==> config.mk <==
export PLATFORM = sky130hd
export DESIGN_NAME = jtkicker_romslot
export DESIGN_NICKNAME = d
export VERILOG_FILES = /design/src/rtl/jtkicker_romslot_pkg.sv /design/src/rtl/jtkicker_romslot_cache.sv /design/src/rtl/jtkicker_romslot.sv
export SDC_FILE = /design/constraint.sdc
export NUM_CORES = 1
export LEC_CHECK = 0
export ABC_AREA = 1
export ABC_CLOCK_PERIOD_IN_PS = 2100
export CAP_MARGIN = 20
export CORE_ASPECT_RATIO = 2
export CORE_MARGIN = 2
export CORE_UTILIZATION = 45
export CTS_CLUSTER_DIAMETER = 200
export CTS_CLUSTER_SIZE = 8
export DETAILED_ROUTE_END_ITERATION = 7
export HOLD_SLACK_MARGIN = 0.03
export PLACE_DENSITY = 0.68
export SLEW_MARGIN = 20
export SYNTH_ARGS = -nofsm -noshare
export SYNTH_HDL_FRONTEND = slang
export SYNTH_SLANG_ARGS = --single-unit
==> constraint.sdc <==
create_clock -name clk -period 2.1 [get_ports clk]
set_clock_uncertainty 0.05 [all_clocks]
set_input_delay 0.42 -clock clk [delete_from_list [all_inputs] [get_ports clk]]
set_output_delay 0.42 -clock clk [all_outputs]
set_load 0.02 [all_outputs]
==> src/rtl/jtkicker_romslot_pkg.sv <==
// Shared types and constants for the kicker graphics ROM slot.
package jtkicker_romslot_pkg;

  typedef enum logic [1:0] {
    ST_IDLE  = 2'd0,
    ST_WAIT  = 2'd1,
    ST_BEAT0 = 2'd2,
    ST_BEAT1 = 2'd3
  } state_t;

  localparam logic CL_SCR = 1'b0;
  localparam logic CL_OBJ = 1'b1;

  localparam logic [21:0] SCR_OFFSET_DEF = 22'h00000;
  localparam logic [21:0] OBJ_OFFSET_DEF = 22'h04000;

endpackage

==> src/rtl/jtkicker_romslot_cache.sv <==
// One-entry cache: tag/data/valid, hit compare and registered ok/data outputs.
module jtkicker_romslot_cache #(
  parameter int TW = 13
) (
  input  logic          clk,
  input  logic          rst_n,
  input  logic          clr,      // invalidate; wins over a same-cycle write
  input  logic          cs,
  input  logic [TW-1:0] addr,
  input  logic          wr,
  input  logic [TW-1:0] wr_tag,
  input  logic [31:0]   wr_data,
  output logic          hit,
  output logic          ok,
  output logic [31:0]   data
);

  logic [TW-1:0] tag;
  logic [31:0]   cdata;
  logic          valid;

  assign hit = valid && (tag == addr) && cs;

  // Cache entry: filled at the end of a burst, dropped while downloading
  always_ff @(posedge clk or negedge rst_n) begin
    if (!rst_n) begin
      valid <= 1'b0;
      tag   <= '0;
      cdata <= '0;
    end else if (clr) begin
      valid <= 1'b0;
    end else if (wr) begin
      valid <= 1'b1;
      tag   <= wr_tag;
      cdata <= wr_data;
    end
  end

  // Client-facing outputs lag the hit by one edge; data holds when missing
  always_ff @(posedge clk or negedge rst_n) begin
    if (!rst_n) begin
      ok   <= 1'b0;
      data <= '0;
    end else begin
      ok <= hit;
      if (hit) data <= cdata;
    end
  end

endmodule

==> src/rtl/jtkicker_romslot.sv <==
// Graphics ROM responder: two one-entry caches sharing a 16-bit SDRAM port.
module jtkicker_romslot
  import jtkicker_romslot_pkg::*;
#(
  parameter int            AW         = 22,
  parameter logic [AW-1:0] SCR_OFFSET = AW'(SCR_OFFSET_DEF),
  parameter logic [AW-1:0] OBJ_OFFSET = AW'(OBJ_OFFSET_DEF)
) (
  input  logic          clk,
  input  logic          rst_n,
  input  logic          downloading,
  input  logic [12:0]   scr_addr,
  output logic [31:0]   scr_data,
  output logic          scr_ok,
  input  logic          obj_cs,
  input  logic [13:0]   obj_addr,
  output logic [31:0]   obj_data,
  output logic          obj_ok,
  output logic [AW-1:0] sdram_addr,
  output logic          sdram_req,
  input  logic          sdram_ack,
  input  logic          sdram_dst,
  input  logic [15:0]   sdram_din
);

  state_t        st, st_nx;
  logic          cl, cl_nx;
  logic [13:0]   lat, lat_nx;
  logic [15:0]   low, low_nx;
  logic          req_nx;
  logic [AW-1:0] addr_nx;
  logic          scr_hit, obj_hit, scr_wr, obj_wr;
  logic [AW-1:0] scr_word, obj_word;

  // 32-bit word index -> 16-bit SDRAM word address
  assign scr_word = AW'({scr_addr, 1'b0});
  assign obj_word = AW'({obj_addr, 1'b0});

  // Burst sequencer registers
  always_ff @(posedge clk or negedge rst_n) begin
    if (!rst_n) begin
      st         <= ST_IDLE;
      cl         <= CL_SCR;
      lat        <= '0;
      low        <= '0;
      sdram_req  <= 1'b0;
      sdram_addr <= '0;
    end else begin
      st         <= st_nx;
      cl         <= cl_nx;
      lat        <= lat_nx;
      low        <= low_nx;
      sdram_req  <= req_nx;
      sdram_addr <= addr_nx;
    end
  end

  // Arbitration (scroll first) and beat collection
  always_comb begin
    st_nx   = st;
    cl_nx   = cl;
    lat_nx  = lat;
    low_nx  = low;
    req_nx  = sdram_req;
    addr_nx = sdram_addr;
    scr_wr  = 1'b0;
    obj_wr  = 1'b0;
    case (st)
      ST_IDLE: begin
        if (!downloading) begin
          if (!scr_hit) begin
            cl_nx   = CL_SCR;
            lat_nx  = {1'b0, scr_addr};
            addr_nx = SCR_OFFSET + scr_word;
            req_nx  = 1'b1;
            st_nx   = ST_WAIT;
          end else if (obj_cs && !obj_hit) begin
            cl_nx   = CL_OBJ;
            lat_nx  = obj_addr;
            addr_nx = OBJ_OFFSET + obj_word;
            req_nx  = 1'b1;
            st_nx   = ST_WAIT;
          end
        end
      end
      ST_WAIT: begin
        if (sdram_ack) begin
          req_nx = 1'b0;
          st_nx  = ST_BEAT0;
        end
      end
      ST_BEAT0: begin
        if (sdram_dst) begin
          low_nx = sdram_din;
          st_nx  = ST_BEAT1;
        end
      end
      ST_BEAT1: begin
        if (sdram_dst) begin
          st_nx = ST_IDLE;
          // a download started mid-burst makes the data stale: drop it
          if (!downloading) begin
            scr_wr = (cl == CL_SCR);
            obj_wr = (cl == CL_OBJ);
          end
        end
      end
      default: st_nx = ST_IDLE;
    endcase
  end

  jtkicker_romslot_cache #(.TW(13)) u_scr (
    .clk     (clk),
    .rst_n   (rst_n),
    .clr     (downloading),
    .cs      (1'b1),
    .addr    (scr_addr),
    .wr      (scr_wr),
    .wr_tag  (lat[12:0]),
    .wr_data ({sdram_din, low}),
    .hit     (scr_hit),
    .ok      (scr_ok),
    .data    (scr_data)
  );

  jtkicker_romslot_cache #(.TW(14)) u_obj (
    .clk     (clk),
    .rst_n   (rst_n),
    .clr     (downloading),
    .cs      (obj_cs),
    .addr    (obj_addr),
    .wr      (obj_wr),
    .wr_tag  (lat),
    .wr_data ({sdram_din, low}),
    .hit     (obj_hit),
    .ok      (obj_ok),
    .data    (obj_data)
  );

endmodule

After elaboration in Yosys (flattened, before gate mapping)
Cells that the tools add are included.
W data, S select, Z words.
{"block": "word_totals", "reg_bits": 215, "inputBits": 49, "output_inout_bits": 89, "wordCells": 72}
{"block": "op_classes", "add_sub_neg": 1, "n_eq_ne": 11, "n_mux": 27, "n_bitwise": 2, "reduce_logical": 15}
{"operator": "$mux W22", "n": 2}
{"operator": "$mux W14", "n": 2}
{"operator": "$add A15 B15 Y16 const A", "n": 1}
{"operator": "$mux W1", "n": 15}
{"operator": "$eq A14 B14 Y1", "n": 1}
{"operator": "$eq A13 B13 Y1", "n": 1}
{"operator": "$mux W2", "n": 6}
{"operator": "$ne A2 B2 Y1 const B", "n": 4}
{"operator": "$pmux W2 S4", "n": 1}
{"operator": "$reduce_and A2 Y1", "n": 3}
{"operator": "$reduce_bool A2 Y1", "n": 3}
{"operator": "$reduce_and A5 Y1", "n": 1}
{"operator": "$eq A2 B2 Y1 const B", "n": 2}
{"operator": "$logic_and A1 B1 Y1", "n": 4}
{"operator": "$reduce_and A4 Y1", "n": 1}
{"operator": "$ne A3 B3 Y1 const B", "n": 1}
{"operator": "$reduce_and A3 Y1", "n": 1}
{"operator": "$eq A2 B1 Y1 const B", "n": 1}
{"operator": "$logic_not A2 Y1", "n": 1}
{"operator": "$ne A2 B1 Y1 const B", "n": 1}
{"operator": "$not A1 Y1", "n": 2}
{"operator": "$pmux W1 S2", "n": 1}
{"operator": "$logic_not A1 Y1", "n": 1}

Logic depth before layout (Yosys ltp)
Gate-level depths: netlist of the first run.
{"block": "depth", "depth_word": 9, "ltp_mapped": 14}

Cells and area by module
From an unflattened synthesis of the first run, not the netlist that was laid out.
{"block": "unflattened", "cells_unflattened": 816, "area_unflattened_um2": 8533.2}
{"module": "jtkicker_romslot_cache at u_obj", "instances": 1, "cells_each": 336, "area_each_um2": 3489.6}
{"module": "jtkicker_romslot_cache at u_scr", "instances": 1, "cells_each": 327, "area_each_um2": 3344.5}
{"module": "jtkicker_romslot", "instances": 1, "cells_each": 153, "area_each_um2": 1699.1}

Least setup slack after synthesis of the first run
Ideal clock, no wire load.
{"block": "synth_timing", "kind": "register -> register", "startpoint": "register st[0]", "endpoint": "register lat[10]", "setup_ns": 0.066, "arrival_time_ns": 1.531, "path_slack_ns": 0.453, "stages_incl_launch_ff": 8, "n_path_buf": 1, "synth_period_minus_slack_ns": 1.647, "cell_sequence": "dfrtp_1 > inv_1 > ha_1 > inv_1 > nor2_2 > buf_1 > nand3_1 > nand2_1"}
{"block": "synth_between", "elab_chain_cells": 2}
{"item": "start: declaration", "line_no": "jtkicker_romslot.sv:26", "text": "state_t st, st_nx;"}
{"item": "start signal: assignment", "line_no": "jtkicker_romslot.sv:49", "text": "st <= st_nx;"}
{"item": "$logic_not A2 Y1", "line_no": "jtkicker_romslot.sv:68", "text": "case (st)"}
{"item": "$reduce_and A3 Y1 (no source line)"}
{"item": "end signal: assignment", "line_no": "jtkicker_romslot.sv:51", "text": "lat <= lat_nx;"}
{"item": "end: declaration", "line_no": "jtkicker_romslot.sv:28", "text": "logic [13:0] lat, lat_nx;"}
No other way between the ends.
A chain may end at the register's enable or synchronous reset.

Worst setup path after layout of the first run
{"block": "layout_timing", "startpoint": "input scr_addr[1]", "endpoint": "register st[1]"}
{"block": "layout_between", "elab_chain_cells": 5, "word_cells_on_any_way": 7}
{"item": "start: declaration", "line_no": "jtkicker_romslot.sv:12", "text": "input logic [12:0] scr_addr,"}
{"item": "$eq A13 B13 Y1 *", "line_no": "jtkicker_romslot_cache.sv:22", "text": "assign hit = valid && (tag == addr) && cs;"}
{"item": "$logic_and A1 B1 Y1 *", "line_no": "jtkicker_romslot_cache.sv:22"}
{"item": "$mux W2", "line_no": "jtkicker_romslot.sv:71", "text": "if (!scr_hit) begin"}
{"item": "$mux W2", "line_no": "jtkicker_romslot.sv:70", "text": "if (!downloading) begin"}
{"item": "$pmux W2 S4", "line_no": "jtkicker_romslot.sv:68"}
Mark *: on every way between the ends. The rest lies on a longest branch, timed or not. The select of a mux whose other input is x is not followed.

==> results.py, run 1 <==
metrics = {
    "power_and_ir_drop": {
        "p_per_area_nw_per_um2": 1040,
        "p_int_uw": 7710,
        "ir_worst_vdd_v": 0.000642,
        "clkPwrFrac_pct": 32.3,
        "p_sw_share_pct": 30.8,
        "pwr-share-comb_pct": 23.1,
        "p_leak_uw": 0.00548,
        "power_switching_uw": 3430,
        "power_frac_seq_pct": 44.6,
    },
    "global_route": {
        "grt_pass1_vias": 6781,
        "grt_max_degree": 54,
        "grt_pass1_wl_um": 36500,
        "antenna_found_initial": 0,
        "track_usage_pct": 24.5,
        "grt_overflow_total": 0,
    },
    "setup_path": {
        "cp-start-kind": "primary input",
        "r2r_start": "u_scr.tag[10]$_DFFE_PN0P_",
        "cp-end-kind": "flip-flop",
        "reg2regPathDepth": 9,
        "crit_required_ps": 2420,
        "r2r-end": "lat[3]$_DFFE_PN0P_",
        "crit_arrival_ps": 2330,
        "cp_max_fo": 13,
        "critical_path_class": "in -> reg",
        "ff2ff_setup_slack_ps": 140,
    },
    "logic_synthesis": {
        "yosysWarnings": 0,
        "async_flop_share_pct": 100,
        "ys_seq_area_share_pct": 58.7,
        "synthCells": 984,
        "syn_area_um2": 8270,
        "yosysTopAreaCell": "dfrtp_1",
        "synth_commonest_cells": "nand2_1 (336), dfrtp_1 (194), nor2_1 (122), o21ai_0 (113), inv_1 (93)",
        "synth_cell_types": 35,
        "post-synth-top-count-cell": "nand2_1",
        "synth_top_area_share_pct": 58.7,
        "synth.area.top_cells": "dfrtp_1 (59%), nand2_1 (15%), o21ai_0 (6.8%), nor2_1 (5.5%), inv_1 (4.2%)",
        "ys_seq_elements": 194,
        "synth_edf_count": 0,
        "ys.flop_type": "dfrtp_1",
        "avgSynthCellArea_um2": 8.41,
    },
    "layout": {
        "fillers": 1633,
        "final_core_util_pct": 59.2,
        "area_growth_pct": 29.8,
        "n_antenna_cell": 0,
        "register_area_um2": 4850,
        "multi_input_area_um2": 2790,
        "drive_gt1_share_pct": 9.02,
        "fin_nets": 1193,
        "fin_cells": 1369,
    },
    "detailed_routing": {
        "first_pass_iters": 5,
        "wire_per_inst_um": 16.6,
        "vias_per_cell": 4.89,
        "dr_total_vias": 6700,
        "wl_um": 22700,
        "dr_wl_met3_um": 693,
        "highest_layer": "met4",
        "wirelength_met1_um": 8470,
        "drtIter0Drc": 420,
        "wl_met2_um": 13000,
        "final_antenna_net_count": 0,
        "drc": 0,
    },
    "clocking": {
        "htreeDepth": 4,
        "clk_latency_ps": 430,
        "cts_inserted_buffers": 17,
        "cts_resized": 0,
        "path_clk_slew_ps": 70,
        "cts_root_buffer": "clkbuf_16",
        "cts.path.max_buffers": 2,
        "cts_sinks": 194,
        "cts_setup_buffers": 0,
        "cts_tree": "yes",
    },
    "place": {
        "portBuffers": 130,
        "place_congestion": 0.923,
        "placedCellCount": 1336,
        "dp_hpwl_um": 16700,
        "place_ws_ps": -308,
    },
    "die": {
        "rows": 70,
        "die_x_um": 99.9,
        "pin_count": 138,
        "start_util_pct": 45.6,
        "core_um2": 18100,
        "die-area_um2": 19500,
        "die_h_um": 196,
    },
    "sta": {
        "finalCritPeriodShare_pct": 95.5,
        "report.final.slew_viol_count": 0,
        "fmax_ghz": 0.499,
        "setup_violations": 0,
        "post-route-min-period_ps": 2010,
        "fin_ws_ps": 94.5,
        "rsz0062_at_grt": "yes",
        "final.setup.tns_ps": 0,
        "finalHoldViolCount": 0,
    },
    "job": {
        "cap_viol_max_count": 0,
    },
    "worst_hold_path": {
        "hold_path.class": "in -> async",
    },
    "status": {
        "status": "finished, final reports clean",
    },
}
==> what timing repair did <==
action	in CTS	in global routing
endpoints found under the setup margin	0	5
hold buffers	1	0
endpoints found under the hold margin	30	0
==> state kept, by name, summed over array words and instances, names as in the netlist <==
signal	count
u_scr.tag	13
st	2
u_scr.cdata	32
lat	13
u_obj.tag	14
u_obj.data	32
u_obj.ok	1
u_scr.ok	1
sdram_addr	2
u_obj.cdata	32
sdram_req	1
u_scr.valid	1
u_scr.data	32
u_obj.valid	1
cl	1
low	16
==> power groups by stage <==
stage	logic [uW]	clock network, uW	registers (uW)
6_report	2570	3600	4970
3_5_place_dp	2570	0	5020
3_3_place_gp	2520	0	5020
4_1_cts	2600	3650	4970
5_1_grt	2920	3810	5050
2_1_floorplan	1340	0	5050
==> cell type report <==
class / instances / share of cell area, %
clock inverters: 11 / 1.85
inverters: 101 / 3.53
well taps: 216 / 2.52
flip-flops and latches: 194 / 45.2
clock buffers: 21 / 4.29
multi-input cells: 648 / 26.0
repair buffers: 178 / 16.6
==> layout by cell type, fill, tap and decap left out, types with 2 or more instances in the layout <==
cell               n
clkinv_1           2
clkbuf_1           2
nand2_2           10
xor2_1             3
clkbuf_8           3
clkinvlp_4         2
nand2_1          336
inv_6              2
buf_12             9
o21ai_0          113
o21ai_1            4
buf_4             38
nand3_2            2
nand4_1            6
inv_1             93
clkdlybuf4s50_1  129
ha_1               4
nor2_2             2
a21oi_1            2
nor2_1           122
nand3_1           25
conb_1             7
dfrtp_1          194
clkbuf_16         17
bufinv_16          5
inv_2              6
==> through the flow <==
step / hold WS (ps) / power (uW) / area [um2]
after floorplan: 74.4 / 6390 / 8290
after global placement: 308 / 7530 / 10100
after detailed placement: 310 / 7590 / 10100
after CTS: 412 / 11200 / 10700
after global routing: 429 / 11800 / 10700
final: 409 / 11100 / 10700
==> logic make-up (layout without fill, tap and decap cells) <==
kind of cell / count (synthesis) / after routing / synth area share (%)
and+or+nand+nor: 511 / 511 / 24.8
DFF: 194 / 194 / 58.7
buffers and inverters: 148 / 311 / 7.90
AOI/OAI and AO/OA: 121 / 121 / 7.38
xor gates and xnor gates: 5 / 5 / 0.620
adders and majority gates: 4 / 4 / 0.605
other: 1 / 7 / 0.0453
==> worst max-delay path, cell delays in order <==
cell and delay [ps]:
clkdlybuf4s50_1 500, inv_1 70, nand2_1 70, nand2_1 50, inv_1 40, nand2_1 50
nor2_1 170, nand2_1 110, nor2_4 200, buf_4 240, nand3_2 130, nand3_1 130
nand2_1 70, nand2_1 60
==> worst max path at each step <==
| stage | start | slack (ps) | endpoint |
|---|---|---|---|
| global route | scr_addr[1] | -40 | lat[11]$_DFFE_PN0P_ |
| global placement | scr_addr[7] | -310 | cl$_DFFE_PN0P_ |
| finish | scr_addr[1] | 90 | st[1]$_DFFE_PN0P_ |
| CTS | scr_addr[10] | 110 | lat[3]$_DFFE_PN0P_ |
| detailed placement | scr_addr[1] | -310 | st[1]$_DFFE_PN0P_ |
| floorplan | st[0]$_DFFE_PN0P_ | 450 | lat[10]$_DFFE_PN0P_ |
==> layer usage <==
| metal | vias up | track usage (%) |
|---|---|---|
| met1 | 3208 | 27.5 |
| met2 | 161 | 46.7 |
| li1 | 3305 | - |
| met3 | 26 | 3.10 |
| met5 | - | 0 |
| met4 | 0 | 8.63 |
(Power assumes the default switching activity.)
==> run 2, diff against run 1 <==
Settings changed: ABC_AREA 1 to 0, PLACE_DENSITY 0.68 to 0.69.
==> run 2 against run 1 <==
The run now ends with setup timing left. Critical path depth shrank 7. Routed wire length decreased by 18%. Non-clock buffer count up 13. Clock power is 16% lower. Worst setup slack got worse by 260 ps. Die area is 3.7% lower. Register-to-register slack got worse by 300 ps. Power down 2.8%. Final cell count decreased by 33%. Utilization increased by 3.1 points. Sequential cell count stayed put. Area after synthesis fell by 3.8%.
==> results.py, run 2 <==
metrics = {
    "die": {
        "die_x_um": 98.0,
        "pin_count": 138,
        "die-area_um2": 18800,
        "core_um2": 17300,
        "start_util_pct": 46.1,
        "rows": 68,
        "die_h_um": 192,
    },
    "logic_synthesis": {
        "synth_commonest_cells": "dfrtp_1 (194), mux2_2 (190), xnor2_1 (24), nand4_1 (13)",
        "synth_cell_types": 31,
        "yosysWarnings": 0,
        "ys_seq_area_share_pct": 61.0,
        "syn_area_um2": 7950,
        "ys.flop_type": "dfrtp_1",
        "synthCells": 504,
        "yosysTopAreaCell": "dfrtp_1",
        "synth_edf_count": 0,
        "synth.area.top_cells": "dfrtp_1 (61%), mux2_2 (27%), xnor2_1 (2.6%), mux2_4 (1.7%), nand4_1 (1.0%)",
        "post-synth-top-count-cell": "dfrtp_1",
        "avgSynthCellArea_um2": 15.8,
        "async_flop_share_pct": 100,
        "ys_seq_elements": 194,
        "synth_top_area_share_pct": 61.0,
    },
    "power_and_ir_drop": {
        "p_int_uw": 7850,
        "pwr-share-comb_pct": 25.1,
        "ir_worst_vdd_v": 0.000567,
        "p_leak_uw": 0.00506,
        "p_per_area_nw_per_um2": 1010,
        "clkPwrFrac_pct": 28.1,
        "power_frac_seq_pct": 46.9,
        "power_switching_uw": 2970,
        "p_total_uw": 10800,
        "p_sw_share_pct": 27.5,
    },
    "place": {
        "dp_hpwl_um": 12800,
        "place_congestion": 0.817,
        "placedCellCount": 871,
        "portBuffers": 130,
    },
    "worst_hold_path": {
        "worstHoldStart": "obj_addr[11]",
        "hold_path.class": "in -> reg",
        "whs_path_depth": 3,
        "whs_endpoint": "lat[11]$_DFFE_PN0P_",
    },
    "clocking": {
        "cts_sinks": 194,
        "path_clk_slew_ps": 70,
        "htreeDepth": 4,
        "cts.path.max_buffers": 2,
        "clk_latency_ps": 430,
        "cts_tree": "yes",
        "cts_root_buffer": "clkbuf_16",
        "cts_inserted_buffers": 17,
    },
    "layout": {
        "drive_gt1_share_pct": 43.3,
        "final_cell_mix": "dfrtp_1 (194), mux2_2 (163), clkdlybuf4s50_1 (117)",
        "area_growth_pct": 35.3,
        "n_antenna_cell": 0,
        "fin_cells": 916,
        "layout_commonest_cell": "dfrtp_1",
        "fillers": 1326,
        "fin_nets": 746,
    },
    "global_route": {
        "grtUsageMet1_pct": 21.8,
        "use_met3_pct": 4.37,
        "track_usage_pct": 20.0,
        "grt_pass1_vias": 5367,
        "antenna_found_initial": 0,
        "use_met2_pct": 37.2,
        "grt_overflow_total": 0,
        "grt_max_degree": 62,
        "grt.busiest_layer": "met2",
        "grt_pass1_wl_um": 28700,
    },
    "detailed_routing": {
        "drc": 0,
        "wire_per_inst_um": 20.3,
        "drtIter0Drc": 184,
        "first_pass_iters": 4,
        "wl_um": 18600,
        "final_antenna_net_count": 0,
        "vias_per_cell": 5.22,
        "dr_total_vias": 4778,
    },
    "setup_path": {
        "crit_chain": "xnor2_1 > nand4_1 > buf_4 > nor4_4 > buf_6 > mux2_2 > mux2_4",
        "r2r-end": "lat[6]$_DFFE_PN0P_",
        "critical_path_class": "reg -> reg",
        "cp-start-kind": "flip-flop",
        "ff2ff_setup_slack_ps": -160,
        "cp_max_fo": 9,
        "r2r_start": "u_scr.tag[8]$_DFFE_PN0P_",
        "reg2regPathDepth": 7,
        "crit_arrival_ps": 2530,
        "critPathSlowestCell": "dfrtp_1",
        "cp-end-kind": "flip-flop",
        "crit_required_ps": 2360,
        "slowest_delay_ps": 390,
    },
    "sta": {
        "fmax_ghz": 0.442,
        "finalCritPeriodShare_pct": 108,
        "report.final.slew_viol_count": 0,
        "rsz0062_at_grt": "yes",
        "post-route-min-period_ps": 2260,
        "setup_violations": 80,
        "finalHoldViolCount": 0,
        "fin_ws_ps": -163,
    },
    "job": {
        "cap_viol_max_count": 0,
    },
    "status": {
        "failed_checks": "setup timing",
        "status": "finished, violations left",
    },
}
-- run 2: cell types whose count changed after synthesis, moves of 4 or more --
cell / change
inv_1: -86
nand2_1: -328
clkbuf_1: -16
inv_2: -6
xnor2_1: +23
nand4_1: +7
o21ai_1: -4
o21ai_0: -111
nand2_2: -10
buf_2: +5
mux2_2: +190
mux2_4: +9
nor2_1: -121
nand3_1: -24
-- run 2: cell type report --
| type | instances | area [um2] | area share [%] |
|---|---|---|---|
| Sequential cell | 194 | 4850 | 45.1 |
| Multi-Input combinational cell | 282 | 3160 | 29.3 |
| Timing Repair Buffer | 191 | 1920 | 17.8 |
| Clock buffer | 28 | 497 | 4.61 |
| Tap cell | 210 | 263 | 2.44 |
| Clock inverter | 4 | 48.8 | 0.453 |
| Inverter | 7 | 26.3 | 0.244 |
-- run 2: repair_timing --
item                                    CTS  global route
cloned                                    0             2
hold endpoints to repair                 45             0
setup buffers                             7             3
endpoints found under the setup margin   82            83
hold buffers                              1             0
gates resized for setup                  37            17
pin swaps                                10             5
-- run 2: layer usage --
layer  wire length, um  share of wire [%]  up-vias
li1                  -                  -     2160
met1              6930                 37     2483
met2             10700                 57      104
met3               594                3.2       31
met4               435                2.3        0
met5                 0                  0        -
-- run 2: through the flow --
stage          setup slack, ps  utilization (%)  cell area [um2]  TNS (ps)  hold WS [ps]
2_1_floorplan             9.81                -             7990         0          74.4
3_3_place_gp              -658             57.3             9900    -54190           345
3_5_place_dp              -692             57.3             9900    -56120           356
4_1_cts                  -87.6             61.5            10600     -2530           367
5_1_grt                   -264             62.3            10800    -13090           370
6_report                  -163             62.3            10800     -7760           377
-- run 2: kinds of logic (layout without fill, tap and decap cells) --
logic type / after synthesis / after routing / share of synthesized area (%)
AO/OA/AOI/OAI: 10 / 10 / 1.42
XOR/XNOR: 27 / 27 / 3.26
adder cells (fa/ha/maj): 4 / 4 / 0.629
buffers and inverters: 34 / 230 / 2.33
flip-flops: 194 / 194 / 61.0
multiplexers: 200 / 200 / 28.7
other: 1 / 7 / 0.0471
AND/OR/NAND/NOR: 34 / 34 / 2.56
-- run 2: how the worst max path moves through the flow --
stage	slack [ps]	from	cells after the start	to
2_1_floorplan	10	scr_addr[2]	6	lat[1]$_DFFE_PN0P_
3_3_place_gp	-660	scr_addr[9]	8	lat[11]$_DFFE_PN0P_
3_5_place_dp	-690	scr_addr[9]	8	lat[2]$_DFFE_PN0P_
4_1_cts	-90	u_scr.tag[3]$_DFFE_PN0P_	7	lat[6]$_DFFE_PN0P_
5_1_grt	-260	u_scr.tag[8]$_DFFE_PN0P_	7	lat[1]$_DFFE_PN0P_
6_report	-160	u_scr.tag[8]$_DFFE_PN0P_	7	lat[6]$_DFFE_PN0P_
-- run 2: critical path: cells and delay by family (launching register included) --
kind	cells	cell delay, ps
AND/OR/NAND/NOR	2	470
flip-flops	1	390
multiplexers	2	600
buffers and inverters	2	370
XOR/XNOR	1	260
-- run 2: power by group through the flow --
stage	clock network [uW]	logic [uW]	registers, uW
finish	3040	2710	5070
global route	3270	2920	5180
CTS	3130	2680	5060
detailed placement	0	2560	5110
global placement	0	2470	5050
floorplan	0	1400	5110
==> run 3, diff against run 2 <==
Settings changed: ABC_CLOCK_PERIOD_IN_PS 2100 to 2250.
Clock period 2.1 ns to 2.25 ns, I/O delays scaled along.
==> run 3 against run 2 <==
The flow still finishes with violations (setup timing). Clock power is 8.2% lower. Die area did not move. Via count fell by 1.1%. Routed wire length down 3.5%. First-iteration DRC count fell by 24%. Maximum frequency increased by 0.25%. Sequential share of layout area rose by 0.39 points. Power is 7.5% lower. Largest cell class unchanged.
==> results.py, run 3 (synthesized netlist as in run 2, its figures left out) <==
metrics = {
    "status": {
        "status": "finished, violations left",
        "failed_checks": "setup timing",
    },
    "power_and_ir_drop": {
        "pwr-share-comb_pct": 24.9,
        "p_int_uw": 7230,
        "p_sw_share_pct": 27.7,
        "ir_worst_vdd_v": 0.000502,
        "power_frac_seq_pct": 47.2,
        "p_per_area_nw_per_um2": 938,
        "power_switching_uw": 2780,
        "clkPwrFrac_pct": 27.9,
        "p_leak_uw": 0.00503,
    },
    "detailed_routing": {
        "dr_total_vias": 4725,
        "final_antenna_net_count": 0,
        "wl_um": 18000,
        "first_pass_iters": 4,
        "drc": 0,
        "wire_per_inst_um": 19.6,
        "vias_per_cell": 5.16,
        "drtIter0Drc": 139,
    },
    "die": {
        "die-area_um2": 18800,
        "die_x_um": 98.0,
        "die_h_um": 192,
        "pin_count": 138,
        "start_util_pct": 46.1,
        "rows": 68,
        "core_um2": 17300,
    },
    "setup_path": {
        "slowest_delay_ps": 440,
        "cp_max_fo": 8,
        "critPathSlowestCell": "nor4_4",
        "crit_arrival_ps": 2510,
        "crit_required_ps": 2510,
        "crit_chain": "xnor2_2 > nand4_4 > nor4_4 > buf_6 > mux2_2 > mux2_4",
        "cp-start-kind": "flip-flop",
        "critical_path_class": "reg -> reg",
        "cp-end-kind": "flip-flop",
    },
    "clocking": {
        "cts.path.max_buffers": 2,
        "clk_latency_ps": 420,
        "htreeDepth": 4,
        "cts_sinks": 194,
        "cts_tree": "yes",
        "cts_root_buffer": "clkbuf_16",
        "path_clk_slew_ps": 70,
        "cts_inserted_buffers": 17,
    },
    "place": {
        "place_congestion": 0.784,
        "dp_hpwl_um": 12800,
        "portBuffers": 130,
        "placedCellCount": 871,
        "place_ws_ps": -572,
    },
    "job": {
        "cap_viol_max_count": 0,
    },
    "global_route": {
        "grt.busiest_layer": "met2",
        "use_met2_pct": 37.5,
        "grt_max_degree": 58,
        "track_usage_pct": 19.7,
        "grt_pass1_vias": 5328,
        "antenna_found_initial": 0,
        "grtUsageMet1_pct": 21.8,
        "grt_overflow_total": 0,
        "grt_pass1_wl_um": 28300,
        "use_met3_pct": 3.93,
    },
    "sta": {
        "rsz0062_at_grt": "yes",
        "report.final.slew_viol_count": 0,
        "fmax_ghz": 0.443,
        "finalCritPeriodShare_pct": 100,
        "fin_ws_ps": -7.12,
        "setup_violations": 2,
        "post-route-min-period_ps": 2260,
        "finalHoldViolCount": 0,
    },
    "layout": {
        "fin_cells": 916,
        "fillers": 1350,
        "n_antenna_cell": 0,
        "final_cell_mix": "dfrtp_1 (194), mux2_2 (184), clkdlybuf4s50_1 (114)",
        "drive_gt1_share_pct": 43.9,
        "final_core_util_pct": 61.8,
        "fin_nets": 748,
        "area_growth_pct": 34.2,
        "layout_commonest_cell": "dfrtp_1",
    },
    "worst_hold_path": {
        "hold_path.class": "in -> reg",
    },
}
## run 3: cell count changes in the layout (fill, tap and decap cells not counted), moves of 2 or more
cell             change
clkdlybuf4s50_1      -3
mux2_2              +21
clkinvlp_4           +3
buf_6                +2
dlygate4sd2_1        +2
mux2_4              -21
clkbuf_1             -5
clkbuf_8             -2
## run 3: cell type report
class	count	area, um2	area share [%]
inverter	7	26.3	0.246
timing repair buffer	193	1920	18.0
clock buffer	21	450	4.22
tap	210	263	2.46
clock inverter	9	85.1	0.797
sequential	194	4850	45.5
multi-input combinational	282	3070	28.8
## run 3: critical path, delay by kind of cell (launching register included)
| family | cells | cell delay [ps] |
|---|---|---|
| DFF | 1 | 410 |
| xor gates and xnor gates | 1 | 280 |
| and+or+nand+nor | 2 | 590 |
| muxes | 2 | 600 |
| buffers and inverters | 1 | 210 |
## run 3: final timing paths
path / startpoint / to / slack [ps] / depth (start not counted)
worst max-delay path: u_scr.tag[5]$_DFFE_PN0P_ / lat[8]$_DFFE_PN0P_ / -7 / 6
worst min-delay path: scr_addr[2] / lat[2]$_DFFE_PN0P_ / 420 / 3
worst max register to register: u_scr.tag[5]$_DFFE_PN0P_ / lat[8]$_DFFE_PN0P_ / -7 / 6
worst min register to register: u_obj.cdata[18]$_DFFE_PN0P_ / u_obj.data[18]$_DFFE_PN0P_ / 450 / 1
max in group asynchronous: rst_n / u_obj.cdata[27]$_DFFE_PN0P_ / 950 / 3
min in group asynchronous: rst_n / u_obj.data[1]$_DFFE_PN0P_ / 500 / 2
## run 3: timing repair
action	CTS	global route
setup endpoints to repair	79	79
cloned	1	0
hold buffers	1	0
hold endpoints to repair	50	0
buffers inserted	5	8
resized for setup	23	18
pin swaps	8	12
## run 3: power by group through the flow
stage          combinational [uW]  sequential [uW]  clock (uW)
5_1_grt                      2660             4830        3010
3_5_place_dp                 2360             4780           0
4_1_cts                      2460             4730        2870
6_report                     2490             4730        2790
3_3_place_gp                 2270             4730           0
2_1_floorplan                1300             4770           0
## run 3: stage by stage
| stage | total power, uW | hold WS [ps] | area (um2) | TNS [ps] |
|---|---|---|---|---|
| floorplan | 6070 | 104 | 7980 | 0 |
| global placement | 6990 | 389 | 9880 | -37550 |
| detailed placement | 7140 | 399 | 9880 | -41330 |
| CTS | 10100 | 455 | 10500 | 0 |
| global route | 10500 | 414 | 10700 | -455 |
| finish | 10000 | 417 | 10700 | -8.44 |
## run 3: routing by layer
layer	wire length [um]	share of wire [%]	vias up
met5	0	0	-
met4	241	1.3	0
met3	565	3.1	13
met2	10500	58	96
met1	6710	37	2464
li1	-	-	2152
